$ cat config.mk
export PLATFORM = sky130hd
export DESIGN_NAME = iopmp_check_arbiter
export DESIGN_NICKNAME = d
export VERILOG_FILES = /design/src/rtl/iopmp_check_arbiter.sv
export SDC_FILE = /design/constraint.sdc
export NUM_CORES = 1
export LEC_CHECK = 0
export ABC_AREA = 1
export CORE_ASPECT_RATIO = 1.4
export CORE_MARGIN = 4
export CORE_UTILIZATION = 42
export CTS_BUF_LIST = sky130_fd_sc_hd__clkbuf_8
export CTS_CLUSTER_DIAMETER = 100
export CTS_CLUSTER_SIZE = 30
export DETAILED_ROUTE_END_ITERATION = 16
export PLACE_DENSITY = 0.8
export RECOVER_POWER = 50
export REMOVE_ABC_BUFFERS = 1
export SLEW_MARGIN = 20
export SYNTH_ARGS = -nofsm -noshare
export SYNTH_HDL_FRONTEND = slang
export SYNTH_SLANG_ARGS = --single-unit
export TNS_END_PERCENT = 10
$ cat constraint.sdc
create_clock -name clk_i -period 1.62 [get_ports clk_i]
set_clock_uncertainty 0.05 [all_clocks]
set_input_delay 0.324 -clock clk_i [delete_from_list [all_inputs] [get_ports clk_i]]
set_output_delay 0.324 -clock clk_i [all_outputs]
set_load 0.05 [all_outputs]
$ cat src/rtl/iopmp_check_arbiter.sv
// iopmp_check_arbiter: round-robin share of one IOPMP rule checker.
// Optional watchdog in WAIT: define IOPMP_ARB_TIMEOUT_EN.
//
// Ports:
//   req_*_i / req_ready_o : per-channel check requests (packed per chan)
//   rsp_*_o               : per-channel one-cycle result pulse
//   chk_*_o / chk_ready_i : single issue port to the checker
//   chk_rsp_*_i           : checker result (sampled in WAIT only)
//   busy_o, timeout_o     : status; timeout_o pulses with a watchdog RESP

package iopmp_arb_pkg;
  localparam int unsigned SourceWidth = 8;

  typedef enum logic {
    IOPMP_ACC_READ  = 1'b0,
    IOPMP_ACC_WRITE = 1'b1
  } iopmp_req_e;
endpackage

module iopmp_check_arbiter
  import iopmp_arb_pkg::*;
#(
  parameter int unsigned IOPMPNumChan  = 2,
  parameter int unsigned TimeoutCycles = 16
) (
  input  logic                           clk_i,
  input  logic                           rst_ni,
  input  logic [IOPMPNumChan-1:0]        req_valid_i,
  input  logic [IOPMPNumChan-1:0][33:0]  req_addr_i,
  input  iopmp_req_e [IOPMPNumChan-1:0]  req_access_i,
  output logic [IOPMPNumChan-1:0]        req_ready_o,
  output logic [IOPMPNumChan-1:0]        rsp_valid_o,
  output logic [IOPMPNumChan-1:0]        rsp_denied_o,
  output logic [IOPMPNumChan-1:0][8:0]   rsp_entry_idx_o,
  output logic                           chk_valid_o,
  input  logic                           chk_ready_i,
  output logic [33:0]                    chk_addr_o,
  output iopmp_req_e                     chk_access_o,
  output logic [SourceWidth-1:0]         chk_rrid_o,
  input  logic                           chk_rsp_valid_i,
  input  logic                           chk_denied_i,
  input  logic [8:0]                     chk_entry_idx_i,
  output logic                           busy_o,
  output logic                           timeout_o
);

  localparam int unsigned PtrW = $clog2(IOPMPNumChan);

  if (IOPMPNumChan < 2 || TimeoutCycles < 1) begin : g_bad_cfg
    $error("iopmp_check_arbiter: bad parameters");
  end

  typedef enum logic [1:0] {
    ST_IDLE,
    ST_ISSUE,
    ST_WAIT,
    ST_RESP
  } state_e;

  state_e            state_d, state_q;
  logic [PtrW-1:0]   rr_ptr_d, rr_ptr_q;
  logic [PtrW-1:0]   gnt_idx_d, gnt_idx_q;
  logic [33:0]       addr_d, addr_q;
  iopmp_req_e        acc_d, acc_q;
  logic              denied_d, denied_q;
  logic [8:0]        eidx_d, eidx_q;

  logic              win_found;
  logic [PtrW-1:0]   win_idx;
  logic [PtrW-1:0]   cand;

`ifdef IOPMP_ARB_TIMEOUT_EN
  localparam int unsigned CntW =
    (TimeoutCycles > 1) ? $clog2(TimeoutCycles) : 1;
  logic [CntW-1:0]   cnt_d, cnt_q;
  logic              timeout_d, timeout_q;
`endif

  // First requester at or after rr_ptr, wrapping modulo the channel count.
  always_comb begin
    win_found = 1'b0;
    win_idx   = '0;
    cand      = '0;
    for (int unsigned i = 0; i < IOPMPNumChan; i++) begin
      cand = PtrW'((32'(rr_ptr_q) + i) % IOPMPNumChan);
      if (!win_found && req_valid_i[cand]) begin
        win_found = 1'b1;
        win_idx   = cand;
      end
    end
  end

  always_comb begin
    state_d   = state_q;
    rr_ptr_d  = rr_ptr_q;
    gnt_idx_d = gnt_idx_q;
    addr_d    = addr_q;
    acc_d     = acc_q;
    denied_d  = denied_q;
    eidx_d    = eidx_q;
`ifdef IOPMP_ARB_TIMEOUT_EN
    cnt_d     = cnt_q;
    timeout_d = 1'b0;
`endif
    unique case (state_q)
      ST_IDLE: begin
        if (win_found) begin
          gnt_idx_d = win_idx;
          addr_d    = req_addr_i[win_idx];
          acc_d     = req_access_i[win_idx];
          state_d   = ST_ISSUE;
        end
      end
      ST_ISSUE: begin
        if (chk_ready_i) begin
          state_d = ST_WAIT;
`ifdef IOPMP_ARB_TIMEOUT_EN
          cnt_d   = '0;
`endif
        end
      end
      ST_WAIT: begin
        // A real result beats a same-cycle watchdog expiry.
        if (chk_rsp_valid_i) begin
          denied_d = chk_denied_i;
          eidx_d   = chk_entry_idx_i;
          state_d  = ST_RESP;
        end
`ifdef IOPMP_ARB_TIMEOUT_EN
        else if (cnt_q == CntW'(TimeoutCycles - 1)) begin
          denied_d  = 1'b1;
          eidx_d    = 9'h000;
          timeout_d = 1'b1;
          state_d   = ST_RESP;
        end else begin
          cnt_d = cnt_q + CntW'(1);
        end
`endif
      end
      ST_RESP: begin
        if (gnt_idx_q == PtrW'(IOPMPNumChan - 1)) begin
          rr_ptr_d = '0;
        end else begin
          rr_ptr_d = gnt_idx_q + PtrW'(1);
        end
        state_d = ST_IDLE;
      end
      default: state_d = ST_IDLE;
    endcase
  end

  always_ff @(posedge clk_i or negedge rst_ni) begin
    if (!rst_ni) begin
      state_q   <= ST_IDLE;
      rr_ptr_q  <= '0;
      gnt_idx_q <= '0;
      addr_q    <= '0;
      acc_q     <= IOPMP_ACC_READ;
      denied_q  <= 1'b0;
      eidx_q    <= '0;
`ifdef IOPMP_ARB_TIMEOUT_EN
      cnt_q     <= '0;
      timeout_q <= 1'b0;
`endif
    end else begin
      state_q   <= state_d;
      rr_ptr_q  <= rr_ptr_d;
      gnt_idx_q <= gnt_idx_d;
      addr_q    <= addr_d;
      acc_q     <= acc_d;
      denied_q  <= denied_d;
      eidx_q    <= eidx_d;
`ifdef IOPMP_ARB_TIMEOUT_EN
      cnt_q     <= cnt_d;
      timeout_q <= timeout_d;
`endif
    end
  end

  // Grant is gated by rst_ni so every output is quiet while in reset.
  always_comb begin
    req_ready_o     = '0;
    rsp_valid_o     = '0;
    rsp_denied_o    = '0;
    rsp_entry_idx_o = '0;
    if (rst_ni && state_q == ST_IDLE && win_found) begin
      req_ready_o[win_idx] = 1'b1;
    end
    if (state_q == ST_RESP) begin
      rsp_valid_o[gnt_idx_q]     = 1'b1;
      rsp_denied_o[gnt_idx_q]    = denied_q;
      rsp_entry_idx_o[gnt_idx_q] = eidx_q;
    end
  end

  assign chk_valid_o  = (state_q == ST_ISSUE);
  assign chk_addr_o   = chk_valid_o ? addr_q : '0;
  assign chk_access_o = chk_valid_o ? acc_q : IOPMP_ACC_READ;
  assign chk_rrid_o   = chk_valid_o ? SourceWidth'(gnt_idx_q) : '0;
  assign busy_o       = (state_q != ST_IDLE);

`ifdef IOPMP_ARB_TIMEOUT_EN
  assign timeout_o = timeout_q;
`else
  assign timeout_o = 1'b0;
`endif

endmodule

==> Word level (Yosys, flattened, before mapping) <==
Index checks and enable logic that the tools add are counted.
{ "word_totals": {"register_bits": 49, "input_bits": 86, "out_inout_bits": 70} }
{ "op_classes": {"addsub": 2, "n_lt_le_gt_ge": 6, "n_eq_ne": 6, "mux": 30, "bitwise_logic": 2, "n_reduce_logical": 11} }
{ "ops": {"columns": ["op", "count"], "rows": [
  ["34-bit two-way mux", 3],
  ["18-bit AND", 1],
  ["18-bit two-way mux", 1],
  ["1-bit two-way mux", 15],
  ["2-bit two-way mux", 6],
  ["9-bit demux with 1-bit select", 1],
  ["9-bit two-way mux", 1],
  ["1-bit by 2-bit less-than comparator with 1-bit output (second input constant)", 4],
  ["2-bit case mux with 4 select lines", 1],
  ["1-bit logical AND", 5],
  ["2-bit equality test (second input constant)", 2],
  ["2-bit != test (second input constant)", 2],
  ["2-bit AND reduction", 2],
  ["3-bit AND reduction", 1],
  ["1-bit adder (second input constant)", 2],
  ["2-bit AND", 1],
  ["1-bit demux with 1-bit select", 2],
  ["2-bit by 1-bit equality test with 1-bit output (second input constant)", 1],
  ["1-bit >= comparator (second input constant)", 2],
  ["2-bit zero test", 1],
  ["2-bit by 1-bit != test with 1-bit output (second input constant)", 1],
  ["2-bit nonzero test", 1],
  ["1-bit zero test", 1]
]} }

==> Longest topological paths before layout <==
{ "logic_depth": {"word_depth": 11, "ltp_mapped": 7} }

==> Worst setup path before layout <==
OpenSTA, ideal clock, no wires.
{ "synth_timing": {"path_type": "reg-to-output", "start": "register state_q[0]", "end": "output port req_ready_o[0]", "t_arrival_ps": 1915, "required_time_ps": 1246, "slack_ps": -669, "path_stages_with_launch": 5, "path_buffers": 0, "cell_sequence": "dfrtp_1 -> inv_1 -> ha_1 -> o21ai_4 -> nor3_1"} }
{ "synth_between": {"elab_chain_len": 4} }
{ "synth_lines": {"columns": ["item", "line", "rtl"], "rows": [
  ["from (decl)", "60", "state_e state_d, state_q;"],
  ["from (signal assigned)", "166", "state_q <= state_d;"],
  ["2-bit zero test", "186", "if (rst_ni && state_q == ST_IDLE && win_found) begin"],
  ["1-bit logical AND (2 in series)", "186", null],
  ["2-bit two-way mux", "186", null],
  ["to (decl)", "31", "output logic [IOPMPNumChan-1:0] req_ready_o,"]
]} }
No other way between the ends.

==> Final worst setup path <==
{ "layout_timing": {"start": "register state_q[1]", "end": "output port chk_addr_o[21]"} }
{ "layout_between": {"elab_chain_len": 2} }
{ "layout_lines": {"columns": ["item", "line", "rtl"], "rows": [
  ["2-bit by 1-bit equality test with 1-bit output", "196", "assign chk_valid_o = (state_q == ST_ISSUE);"],
  ["34-bit two-way mux", "197", "assign chk_addr_o = chk_valid_o ? addr_q : '0;"],
  ["to (decl)", "37", "output logic [33:0] chk_addr_o,"]
]} }
No other way between the ends.

==> results.toml <==
[setup_path]
critical_path_class = "flip-flop to output pin"
crit_path_end = "chk_addr_o[21]"
r2r_setup_slack_ps = 120
crit_chain = "inv_2 -> ha_4 -> buf_6 -> nand2_1 -> inv_1 -> buf_12"
r2r_cells = 8
worst_r2r_endpoint = "addr_q[20]"
worstPathMaxFanout = 11
cp-start-kind = "flip-flop"
rr_startpoint = "state_q[1]"
worstPathRequired_ps = 1250
cp_data_arrival_time_ps = 1490
slowest_stage = "dfrtp_1"
end_kind = "output pin"
cp_slowest_stage_delay_ps = 430
crit_start = "state_q[1]"

[finish]
n_antenna_cell = 0
area_growth_pct = 81.51
drive_above_1_share_pct = 24.14
layout.nets = 727
register_area_um2 = 1227
fillers = 520
postLayoutCellArea_um2 = 5662
multiInputGateArea_um2 = 1439

[sta]
setup_ws_ps = -248.1
min_period_ps = 1868
finalSetupViolCount = 61
holdWs_ps = 311.4
max_freq_mhz = 535.3
rsz0062_at_grt = "true"
fin_tns_setup_ps = -13280
period_share_pct = 115.3
slew_violations = 0
hold_violations = 0
slew_headroom_pct = 20.01
tightestPinTransition_ps = 1200

[route]
post_drt_wl_per_cell_um = 13.83
dr_total_vias = 3483
antenna_left = 0
wl_um = 10140
viasPerCell = 4.752
drt_pass1_iterations = 4
initialDrtViolationCount = 162
drcViolationCount = 0

[synth]
synth_warnings = 0
synth_area_per_cell_um2 = 6.379
synth_enable_flop_cells = 0
async_reset_ff_share_pct = 100.0
synth_cells = 489
synth_compound_area_share_pct = 2.447
yosysTopAreaCellShare_pct = 39.31
synth.cells.most_frequent = "153 x nand2_1, 128 x inv_1, 71 x nand3_1, 49 x dfrtp_1, 32 x nor2_1"
yosys.area_share.simple_pct = 34.94
ys_types = 19
synthTopCellsByArea = "dfrtp_1 39%, nand2_1 18%, inv_1 15%"
synth_top_family_by_area = "simple AND/OR/NAND/NOR gates"
mappedNetlistArea_um2 = 3119
synth_xor_area_share_pct = 0
synthAdderAreaFrac_pct = 1.604
synthMuxAreaShare_pct = 0
ys_ff_latch = 49
synth_top_area_cell = "dfrtp_1"
synth_most_common_cell = "nand2_1"
synth_ff_type = "dfrtp_1"
synth_seq_area_share_pct = 39.31

[power_and_ir_drop]
sw_frac_of_total_pct = 47.93
power_frac_comb_pct = 70.1
powerDensity_nw_per_um2 = 1800
power_frac_seq_pct = 21.2
leakage_uw = 0.003077
irDropWorstVdd_mv = 1.069
p_switching_uw = 4884
internal_power_uw = 5306
power_frac_clock_pct = 8.7

[global_routing]
grt_pass1_wl_um = 16040
grtUsageTotal_pct = 22.76
grt_overflow = 0
grt_max_degree = 50
antenna_found_initial = 1
grt_pass1_vias = 3617

[floorplan]
die_area_um2 = 8889
initial_core_util_pct = 43.83
pin_count = 156
coreArea_um2 = 7117
rows = 36
fp.dieW_um = 80.84
die_h_um = 110.0

[run_status]
status = "complete, but fails checks"
violations = "setup timing"

[placed_design]
dp_hpwl_um = 7503
postPlaceCellArea_um2 = 5335
io_buffers = 147
place_ws_ps = -302.2
place_congestion = 0.7776

[worst_hold_path]
hp-class = "input pin to asynchronous set/reset pin"

[cts]
clkTransAtPathRegs_ps = 100
cts-hold-fix-buffers = 0
cts_buffers = 5
cts.sinks = 49
clk_latency_ps = 300
cts_tree = "yes"
clock-root-buffer = "clkbuf_8"
clockBufferDepth = 2
ctsHtreeMaxLevel = 2

[job]
drv_cap = 0
==> area by class of cell <==
cell class | count | area share, %
repair buffers | 166 | 40.22
multi-input cells | 286 | 25.41
flip-flops and latches | 49 | 21.68
inverters | 129 | 8.552
well taps | 95 | 2.099
clock buffers | 5 | 1.215
clock inverters | 3 | 0.8177
==> power groups by stage <==
stage	sequential [uW]	clock [uW]	combinational (uW)
finish	2160	883	7140
global route	2230	961	7590
CTS	2150	904	7040
detailed placement	2160	0	6660
global placement	2120	0	6480
floorplan	2070	0	3410
==> per-layer routing <==
metal / GRT usage, % / wire, um / up-vias
li1: - / - / 1690
met1: 23.76 / 3432 / 1598
met2: 43.36 / 5502 / 169
met3: 6.098 / 917 / 24
met4: 7.246 / 272 / 2
met5: 0 / 12 / -
==> worst min-delay path by stage <==
stage	end	slack (ps)	cells past startpoint
final	gnt_idx_q	310	2
after global routing	eidx_q[5]	420	2
after CTS	eidx_q[2]	100	2
after detailed placement	addr_q[24]	420	2
after global placement	addr_q[4]	410	2
after floorplan	acc_q	-20	0
==> sequential cells by signal, indices dropped and copies added, names as in the netlist <==
register,count
acc_q,1
gnt_idx_q,1
state_q,2
addr_q,34
eidx_q,9
rr_ptr_q,1
denied_q,1
==> worst max-delay path: cells and delay by family, from the launching register on <==
| kind | cells | cell delay (ps) |
|---|---|---|
| simple gates | 1 | 60 |
| fa+ha+maj | 1 | 170 |
| flops | 1 | 430 |
| buf+inv | 4 | 530 |
==> placed cells by master, fill, tap and decap left out, drive strengths merged <==
master	n
clkbuf	6
nor3	1
a21oi	10
conb	8
inv	129
clkdlybuf4s50	82
nor2	32
nand2	155
dlygate4sd2	2
o21ai	3
nand3	71
buf	81
dfrtp	49
ha	4
clkinvlp	1
nand4	2
bufinv	1
clkinv	1
==> timing repair <==
action / CTS / global route
setup buffers: 1 / 0
pin swaps: 1 / 2
resized for setup: 75 / 13
endpoints found under the setup margin: 91 / 88
==> stage by stage <==
step,cells,util [%],total power (uW)
finish,733,79.55,10190
global route,733,79.55,10780
CTS,733,78.89,10100
detailed placement,724,74.96,8814
global placement,724,74.96,8599
floorplan,464,-,5473
==> cell families (layout without fill, tap and decap cells) <==
logic type	Yosys count	after routing
simple gates	261	261
buf+inv	161	303
flops	49	49
compound gates	13	13
fa+ha+maj	4	4
other cells	1	8
Note: power is estimated with default switching activity, not from simulation.
